`config.mk`:
```
export PLATFORM = sky130hd
export DESIGN_NAME = spi_reg_ctrl
export DESIGN_NICKNAME = d
export VERILOG_FILES = /design/src/rtl/spi_reg_pkg.sv /design/src/rtl/spi_reg_file.sv /design/src/rtl/spi_reg_ctrl.sv
export SDC_FILE = /design/constraint.sdc
export NUM_CORES = 1
export LEC_CHECK = 0
export ABC_AREA = 1
export CAP_MARGIN = 20
export CORE_ASPECT_RATIO = 0.6
export CORE_UTILIZATION = 50
export CTS_CLUSTER_SIZE = 30
export DETAILED_ROUTE_END_ITERATION = 7
export PLACE_DENSITY = 0.87
export SLEW_MARGIN = 20
export SYNTH_ARGS = -nofsm -noshare
export SYNTH_HDL_FRONTEND = slang
export SYNTH_SLANG_ARGS = --single-unit
```
`constraint.sdc`:
```
create_clock -name clk_i -period 3.6 [get_ports clk_i]
set_clock_uncertainty 0.2 [all_clocks]
set_input_delay 0.72 -clock clk_i [delete_from_list [all_inputs] [get_ports clk_i]]
set_output_delay 0.72 -clock clk_i [all_outputs]
set_load 0.02 [all_outputs]
```
`src/rtl/spi_reg_pkg.sv`:
```
// Shared types and constants for the SPI register controller.
// Imported by the controller and its register file.
package spi_reg_pkg;

    typedef enum logic [1:0] {
        ST_IDLE  = 2'd0,
        ST_WRITE = 2'd1,
        ST_READ  = 2'd2
    } state_e;

    localparam int CMD_RNW = 7;
    localparam int CMD_AI  = 6;

endpackage

```
`src/rtl/spi_reg_file.sv`:
```
// NREG x 8 register file: one write port, one combinational read port.
// Address 0 has no storage; it reads status_i and shows 0 on regs_o.
module spi_reg_file
    import spi_reg_pkg::*;
#(
    parameter int          ADDR_W    = 4,
    parameter logic [7:0]  RESET_VAL = 8'h00,
    localparam int         NREG      = 2 ** ADDR_W
) (
    input  logic                clk_i,
    input  logic                rst_i,
    input  logic                we_i,
    input  logic [ADDR_W-1:0]   waddr_i,
    input  logic [7:0]          wdata_i,
    input  logic [ADDR_W-1:0]   raddr_i,
    input  logic [7:0]          status_i,
    output logic [7:0]          rdata_o,
    output logic [8*NREG-1:0]   regs_o
);

    logic [7:0] mem_q [1:NREG-1];

    always_ff @(posedge clk_i) begin
        if (rst_i) begin
            for (int k = 1; k < NREG; k++) begin
                mem_q[k] <= RESET_VAL;
            end
        end else if (we_i && (waddr_i != '0)) begin
            mem_q[waddr_i] <= wdata_i;
        end
    end

    always_comb begin
        rdata_o = status_i;
        if (raddr_i != '0) begin
            rdata_o = mem_q[raddr_i];
        end
    end

    always_comb begin
        regs_o = '0;
        for (int k = 1; k < NREG; k++) begin
            regs_o[k*8 +: 8] = mem_q[k];
        end
    end

endmodule

```
`src/rtl/spi_reg_ctrl.sv`:
```
// Byte-level SPI command controller: decodes CMD/data frames from
// SPI_slave into register writes or transmit-data preloads.
module spi_reg_ctrl
    import spi_reg_pkg::*;
#(
    parameter int          ADDR_W    = 4,
    parameter logic [7:0]  RESET_VAL = 8'h00,
    localparam int         NREG      = 2 ** ADDR_W
) (
    input  logic                clk_i,
    input  logic                rst_i,
    input  logic                ena_i,
    input  logic                cs_i,
    input  logic                done_i,
    input  logic [7:0]          rx_data_i,
    output logic                tx_ena_o,
    output logic [7:0]          tx_data_o,
    input  logic [7:0]          status_i,
    output logic [8*NREG-1:0]   regs_o,
    output logic                wr_strobe_o,
    output logic [ADDR_W-1:0]   wr_addr_o,
    output logic                err_o
);

    state_e              state_q, state_d;
    logic [ADDR_W-1:0]   addr_q, addr_d;
    logic                ai_q, ai_d;
    logic                tx_ena_q, tx_ena_d;
    logic [7:0]          tx_data_q, tx_data_d;
    logic                wr_strobe_q, wr_strobe_d;
    logic [ADDR_W-1:0]   wr_addr_q, wr_addr_d;
    logic                err_q, err_d;
    logic                wait_cs_q, wait_cs_d;

    logic                we;
    logic [ADDR_W-1:0]   raddr;
    logic [7:0]          rdata;
    logic                byte_ok;
    logic [5:0]          cmd_hi;
    logic [ADDR_W-1:0]   cmd_addr;

    spi_reg_file #(
        .ADDR_W    (ADDR_W),
        .RESET_VAL (RESET_VAL)
    ) u_file (
        .clk_i    (clk_i),
        .rst_i    (rst_i),
        .we_i     (we),
        .waddr_i  (addr_q),
        .wdata_i  (rx_data_i),
        .raddr_i  (raddr),
        .status_i (status_i),
        .rdata_o  (rdata),
        .regs_o   (regs_o)
    );

    assign byte_ok  = ena_i & done_i & cs_i;
    assign cmd_hi   = rx_data_i[5:0] >> ADDR_W;
    assign cmd_addr = rx_data_i[ADDR_W-1:0];

    always_ff @(posedge clk_i) begin
        if (rst_i) begin
            state_q     <= ST_IDLE;
            addr_q      <= '0;
            ai_q        <= 1'b0;
            tx_ena_q    <= 1'b0;
            tx_data_q   <= 8'h00;
            wr_strobe_q <= 1'b0;
            wr_addr_q   <= '0;
            err_q       <= 1'b0;
            wait_cs_q   <= 1'b1;
        end else begin
            state_q     <= state_d;
            addr_q      <= addr_d;
            ai_q        <= ai_d;
            tx_ena_q    <= tx_ena_d;
            tx_data_q   <= tx_data_d;
            wr_strobe_q <= wr_strobe_d;
            wr_addr_q   <= wr_addr_d;
            err_q       <= err_d;
            wait_cs_q   <= wait_cs_d;
        end
    end

    always_comb begin
        state_d   = state_q;
        addr_d    = addr_q;
        ai_d      = ai_q;
        tx_ena_d  = 1'b0;
        tx_data_d = 8'h00;
        err_d     = err_q;
        // a frame cut by reset must not be mistaken for a fresh CMD
        wait_cs_d = wait_cs_q & cs_i;
        we        = 1'b0;
        raddr     = addr_q;

        if (!cs_i) begin
            state_d = ST_IDLE;
        end else begin
            unique case (state_q)
                ST_IDLE: begin
                    raddr = cmd_addr;
                    if (byte_ok && !wait_cs_q) begin
                        addr_d = cmd_addr;
                        ai_d   = rx_data_i[CMD_AI];
                        if (cmd_hi != '0) begin
                            err_d = 1'b1;
                        end
                        if (rx_data_i[CMD_RNW]) begin
                            state_d   = ST_READ;
                            tx_ena_d  = 1'b1;
                            tx_data_d = rdata;
                        end else begin
                            state_d = ST_WRITE;
                        end
                    end
                end
                ST_WRITE: begin
                    if (byte_ok) begin
                        if (addr_q == '0) begin
                            err_d = 1'b1;
                        end else begin
                            we = 1'b1;
                        end
                        if (ai_q) begin
                            addr_d = addr_q + ADDR_W'(1);
                        end
                    end
                end
                ST_READ: begin
                    tx_ena_d  = 1'b1;
                    tx_data_d = tx_data_q;
                    raddr     = ai_q ? addr_q + ADDR_W'(1) : addr_q;
                    if (byte_ok) begin
                        addr_d    = raddr;
                        tx_data_d = rdata;
                    end
                end
                default: begin
                    state_d = ST_IDLE;
                end
            endcase
        end

        wr_strobe_d = we;
        wr_addr_d   = we ? addr_q : wr_addr_q;
    end

    assign tx_ena_o    = tx_ena_q;
    assign tx_data_o   = tx_data_q;
    assign wr_strobe_o = wr_strobe_q;
    assign wr_addr_o   = wr_addr_q;
    assign err_o       = err_q;

endmodule

```
==> metrics.txt, run 1 <==
outcome complete, no violations; CP required 3.71 ns; power density over the cells 451 nW/um^2; top-area cell type share of the netlist area 53.3%; Yosys cell types 30; Yosys top cell by area edfxtp_1; synthesized area 7220 um^2; register share of total power 45.9%; FILL cells 985; Yosys Warn Count 0; clock group share of total power 41.1%; slowest stage delay, CP 0.44 ns; Post-DRT Antenna Nets 0; slowest stage cell on the critical path dfxtp_1; first-pass GRT wire length 34400 um; drt first pass iters 8; clk sink count 151; Hold Violations, Final 0; Max VDD drop 0.361 mV; combinational share of power 13.0%; largest net degree at the start of global routing 41; CTS tree yes; internal power 3160 uW; Worst Setup Start Kind register; critical path class register to register; min cycle time layout 2.99 ns; RSZ-0062 raised after global routing no; post-CTS setup buffer count 0; total gr overflow 0; Avg Cell Area, Syn 9.19 um^2; top cells by area, synth edfxtp_1 53%, nand3_1 13%, nand2_1 8.1%; Slew @ Worst Pin 0.892 ns; maxcap violations 0; cell row count 33; P_sw 1180 uW; crit-path cells inv_1 -> ha_1 -> nand2_1 -> o21ai_0 -> nand2_1 -> a21oi_2 -> buf_4 -> nand3_1 -> nand3_1 -> nand3_1 -> nand2_1 -> nand2_1 -> nand2_1 -> a21oi_1; ant diodes 0; routed vias 6815; clock tree buffer depth 2; cell mode on critical path nand2_1; initial antenna violation count 0; final wirelength 23600 um; gpl congestion 1.00; Synth Register Bits 151; H-tree depth 4; final hold slack 0.247 ns; CP max FO 32; post-route cell area 9630 um^2; Die Span Y 95.1 um; post-DP HPWL 16400 um; hold crit path type register to register; layout cells sized above 1 8.07%; setup_tns 0 ns; overall routing resource usage 32.1%; IO Port Bufs 155; wire per inst 20.3 um; setup violators final 0; core area 13900 um^2; ys async rst share 0%; max-slew violation count 0; Vias per Instance 5.89; CTS hold repair buffers 0; worst skew pair latency 0.44 ns; total leakage power 0.00383 uW; fmax 335 MHz; I/O pin count 164; CTS clk-pin slew, worst paths 0.06 ns; clk root buf clkbuf_16; First DRT Iteration DRCs 1111; register area share after synthesis 59.6%; die footprint 14900 um^2; final critical-path share of the clock period 83.0%; most common cell in the netlist nand3_1; CP arrival 3.10 ns; Initial Util 52.0%; post-CTS resize count 0; total clock buffers created by CTS 17; Rel. slew slack 40.5%; Most used DFF post-synth edfxtp_1; number of global-route vias before repair 6216; synth cell count leaders 183 x nand3_1, 156 x nand2_1, 135 x nor2_1; layout overhead on the synthesized area 33.5%; DRC Markers 0; Syn Inst Count 785; Die W 157 um; Crit. End Element register; # nets final 981; Post-synth EDFFs 128; Sw Ratio 27.2%; Placed Area 9060 um^2; total power 4340 uW
## per-layer routing
layer	vias to the layer above	wire, um	global-route usage, %
li1	2984	-	-
met2	602	9930	46.5
met4	0	602	11.7
met1	3153	8780	42.9
met5	-	0	0
met3	76	4240	13.7
## final timing paths
check            start            to  slack, ns  depth (start not counted)
max          addr_q[1]  tx_data_o[5]       0.61                         14
min reg2reg  wait_cs_q     wait_cs_q       0.25                          2
max reg2reg  addr_q[1]  tx_data_o[5]       0.61                         14
min          wait_cs_q     wait_cs_q       0.25                          2
## state kept, by name (all words and copies together) (netlist names)
| signal | count |
|---|---|
| u_file.mem_q | 128 |
| tx_data_o | 8 |
| addr_q | 4 |
| wr_addr_o | 4 |
| state_q | 2 |
| ai_q | 1 |
| err_o | 1 |
| tx_ena_o | 1 |
| wait_cs_q | 1 |
| wr_strobe_o | 1 |
## final cells by class
| class | instances | area, um^2 | area share [%] |
|---|---|---|---|
| Timing Repair Buffer | 185 | 1800 | 18.7 |
| Inverter | 42 | 158 | 1.64 |
| Clock buffer | 18 | 429 | 4.46 |
| Sequential cell | 151 | 4300 | 44.7 |
| Tap cell | 192 | 240 | 2.49 |
| Clock inverter | 14 | 146 | 1.52 |
| Multi-Input combinational cell | 556 | 2550 | 26.5 |
## power groups by stage
stage | clock network, uW | registers (uW) | logic [uW]
floorplan | 0 | 2070 | 263
detailed placement | 0 | 2030 | 538
global route | 1830 | 2000 | 596
global placement | 0 | 2030 | 530
CTS | 1770 | 1990 | 546
finish | 1790 | 1990 | 564
## worst max-delay path: cells and delay by family (launching register included)
kind | cells | cell delay [ns]
flip-flops | 1 | 0.44
AO/OA/AOI/OAI | 3 | 0.34
adder cells (fa/ha/maj) | 1 | 0.32
buffers and inverters | 2 | 0.56
AND/OR/NAND/NOR | 8 | 1.00
## cells in the final DEF, fill, tap and decap left out, drive strengths merged, types with 19 or more instances in the layout
| cell type | count |
|---|---|
| nor2 | 137 |
| dfxtp | 23 |
| a21oi | 24 |
| nand2 | 158 |
| nand3 | 183 |
| o21ai | 19 |
| clkdlybuf4s50 | 155 |
| buf | 30 |
| inv | 45 |
| edfxtp | 128 |
## metrics by stage
step / util (%) / cells / worst slack, ns
finish: 69.4 / 1158 / 0.611
floorplan: - / 800 / 1.16
CTS: 69.4 / 1158 / 0.705
global route: 69.4 / 1158 / 0.409
global placement: 65.3 / 1126 / 0.400
detailed placement: 65.3 / 1126 / 0.291
## cell families (layout without fill, tap and decap cells)
group                    Yosys count  count (layout)  synth area share (%)
AND/OR/NAND/NOR                  479             479                  28.4
adder cells (fa/ha/maj)            7               7                  1.21
XOR/XNOR                           2               2                 0.243
flip-flops                       151             151                  59.6
other                              1              16                0.0520
AO/OA/AOI/OAI                     52              52                  4.61
buffers and inverters             93             259                  5.84
Note: power is estimated with default switching activity, not from simulation.
==> run 2: changes to the inputs <==
==> constraint.sdc (replaced) <==
create_clock -name clk_i -period 3 [get_ports clk_i]
set_clock_uncertainty 0.2 [all_clocks]
set_input_delay 0.6 -clock clk_i [delete_from_list [all_inputs] [get_ports clk_i]]
set_output_delay 0.6 -clock clk_i [all_outputs]
set_load 0.02 [all_outputs]
==> metrics.txt, run 2 (synthesis gave the netlist of run 1 again) <==
clk sink count 151 (unchanged); outcome complete, no violations; met1 usage 47.8% (+4.9 points); drt first pass iters 6 (-2); final wirelength 24200 um (+2.8%); Crit. End Element register; Reg with most FFs u_file.mem_q; CTS clk-pin slew, worst paths 0.06 ns (about the same); min cycle time layout 2.73 ns (-0.262 ns); final worst slack 0.273 ns (-0.338 ns); combinational share of power 12.9% (about the same); Post-DRT Antenna Nets 0 (unchanged); final critical-path share of the clock period 90.9% (+7.9 points); met2 Track Usage GR 50.6% (+4.1 points); slowest stage cell on the critical path dfxtp_1; Placed Area 9360 um^2 (+3.3%); # nets final 1003 (+2.2%); clock tree buffer depth 2 (unchanged); clock group share of total power 43.9% (+2.8 points); fmax 367 MHz (+9.6%); Die W 157 um (unchanged); Place WS 0.107 ns (-0.184 ns); First DRT Iteration DRCs 1005 (-9.5%); power density over the cells 553 nW/um^2 (+23%); Die Span Y 95.1 um (unchanged); IO Port Bufs 155 (unchanged); P_sw 1370 uW (+16%); H-tree depth 4 (unchanged); largest net degree at the start of global routing 65 (+59%); post-CTS resize count 0 (unchanged); commonest cells after routing, fill and taps aside 183 x nand3_1, 155 x clkdlybuf4s50_1, 153 x nand2_1; cell row count 33 (unchanged); post-CTS setup buffer count 0 (unchanged); layout overhead on the synthesized area 38.8%; layout cells sized above 1 10.2% (+2.1 points); setup violators final 0 (unchanged); register share of total power 43.2% (-2.7 points); critical path class register to register; maxcap violations 0 (unchanged); CTS tree yes; total clock buffers created by CTS 17 (unchanged); CTS hold repair buffers 0 (unchanged); commonest non-fill, non-tap cell in the layout nand3_1; hold crit path type register to register; worst skew pair latency 0.43 ns (about the same); Slew @ Worst Pin 0.648 ns (-0.244 ns); Worst Setup Start Kind register; I/O pin count 164 (unchanged); Hold Violations, Final 0 (unchanged); FILL cells 980 (-0.51%); DRC Markers 0 (unchanged); setup_tns 0 ns (unchanged); wire per inst 20.5 um (+0.91%); register cell area after layout 4300 um^2 (unchanged); Vias per Instance 5.85 (-0.53%); Initial Util 52.0% (unchanged); CP arrival 2.85 ns (-0.25 ns); max-slew violation count 0 (unchanged); slowest stage delay, CP 0.44 ns (about the same); ant diodes 0 (unchanged); total power 5540 uW (+28%); number of global-route vias before repair 6319 (+1.7%); CP required 3.12 ns (-0.59 ns); Sw Ratio 24.8% (-2.4 points); multi-input combinational cell area 2550 um^2 (unchanged); Rel. slew slack 56.8% (+16 points); clk root buf clkbuf_16; post-route cell area 10000 um^2 (+4.0%); overall routing resource usage 33.9% (+1.9 points); Largest register FFs 128 (unchanged); total leakage power 0.00404 uW (+5.5%); post-DP HPWL 17200 um (+4.8%); Max VDD drop 0.358 mV (-0.69%); crit-path cells inv_1 -> ha_1 -> nand2_1 -> o21ai_0 -> nand2_1 -> a21oi_2 -> buf_12 -> nand3_1 -> nand3_1 -> nand3_1 -> nand2_1 -> nand2_1 -> nand2_1 -> a21oi_1; cell mode on critical path nand2_1; internal power 4170 uW (+32%); gpl congestion 0.949 (-5.2%); busiest layer in global routing met2; M3 GR Usage 9.68% (-4.0 points); RSZ-0062 raised after global routing no; die footprint 14900 um^2 (unchanged); CP max FO 32 (unchanged); core area 13900 um^2 (unchanged); total gr overflow 0 (unchanged); first-pass GRT wire length 36400 um (+6.0%); initial antenna violation count 0 (unchanged); routed vias 6908 (+1.4%)
-- run 2: cell types whose count changed in the layout (fill, tap and decap cells not counted), sizes merged --
cell / change
buf: +22
bufinv: +4
clkbuf: +2
clkinvlp: -3
inv: -3
-- run 2: worst paths after layout --
check | from | endpoint | slack (ns) | depth (start not counted)
hold / removal | wait_cs_q | wait_cs_q | 0.25 | 2
hold reg to reg | wait_cs_q | wait_cs_q | 0.25 | 2
setup / recovery | addr_q[1] | tx_data_o[1] | 0.27 | 14
setup reg to reg | addr_q[1] | tx_data_o[1] | 0.27 | 14
-- run 2: metal layers --
layer | vias up | wire, um
li1 | 3039 | -
met2 | 585 | 10500
met1 | 3214 | 9510
met5 | - | 0
met4 | 0 | 647
met3 | 70 | 3570
-- run 2: layout make-up --
type | instances | share of cell area, %
tap | 192 | 2.40
clock buffer | 20 | 4.36
timing repair buffer | 207 | 21.0
multi-input combinational | 556 | 25.5
sequential | 151 | 43.0
clock inverter | 12 | 2.21
inverter | 42 | 1.57
-- run 2: metrics by stage --
step | util, % | instances | hold WS, ns
finish | 72.2 | 1180 | 0.252
global route | 72.2 | 1180 | 0.286
CTS | 72.2 | 1180 | 0.258
detailed placement | 67.5 | 1148 | 0.242
global placement | 67.5 | 1148 | 0.238
floorplan | - | 800 | 0.218
-- run 2: power groups by stage --
stage	clock, uW	sequential [uW]	combinational, uW
after floorplan	0	2490	316
after global placement	0	2440	681
after detailed placement	0	2440	692
after CTS	2430	2390	697
after global routing	2510	2400	753
final	2430	2390	713
-- run 2: critical path, delay by kind of cell (launching register included) --
| kind | cells | cell delay (ns) |
|---|---|---|
| DFF | 1 | 0.44 |
| and+or+nand+nor | 8 | 0.85 |
| adders and majority gates | 1 | 0.31 |
| AOI/OAI and AO/OA | 3 | 0.41 |
| buffers and inverters | 2 | 0.40 |
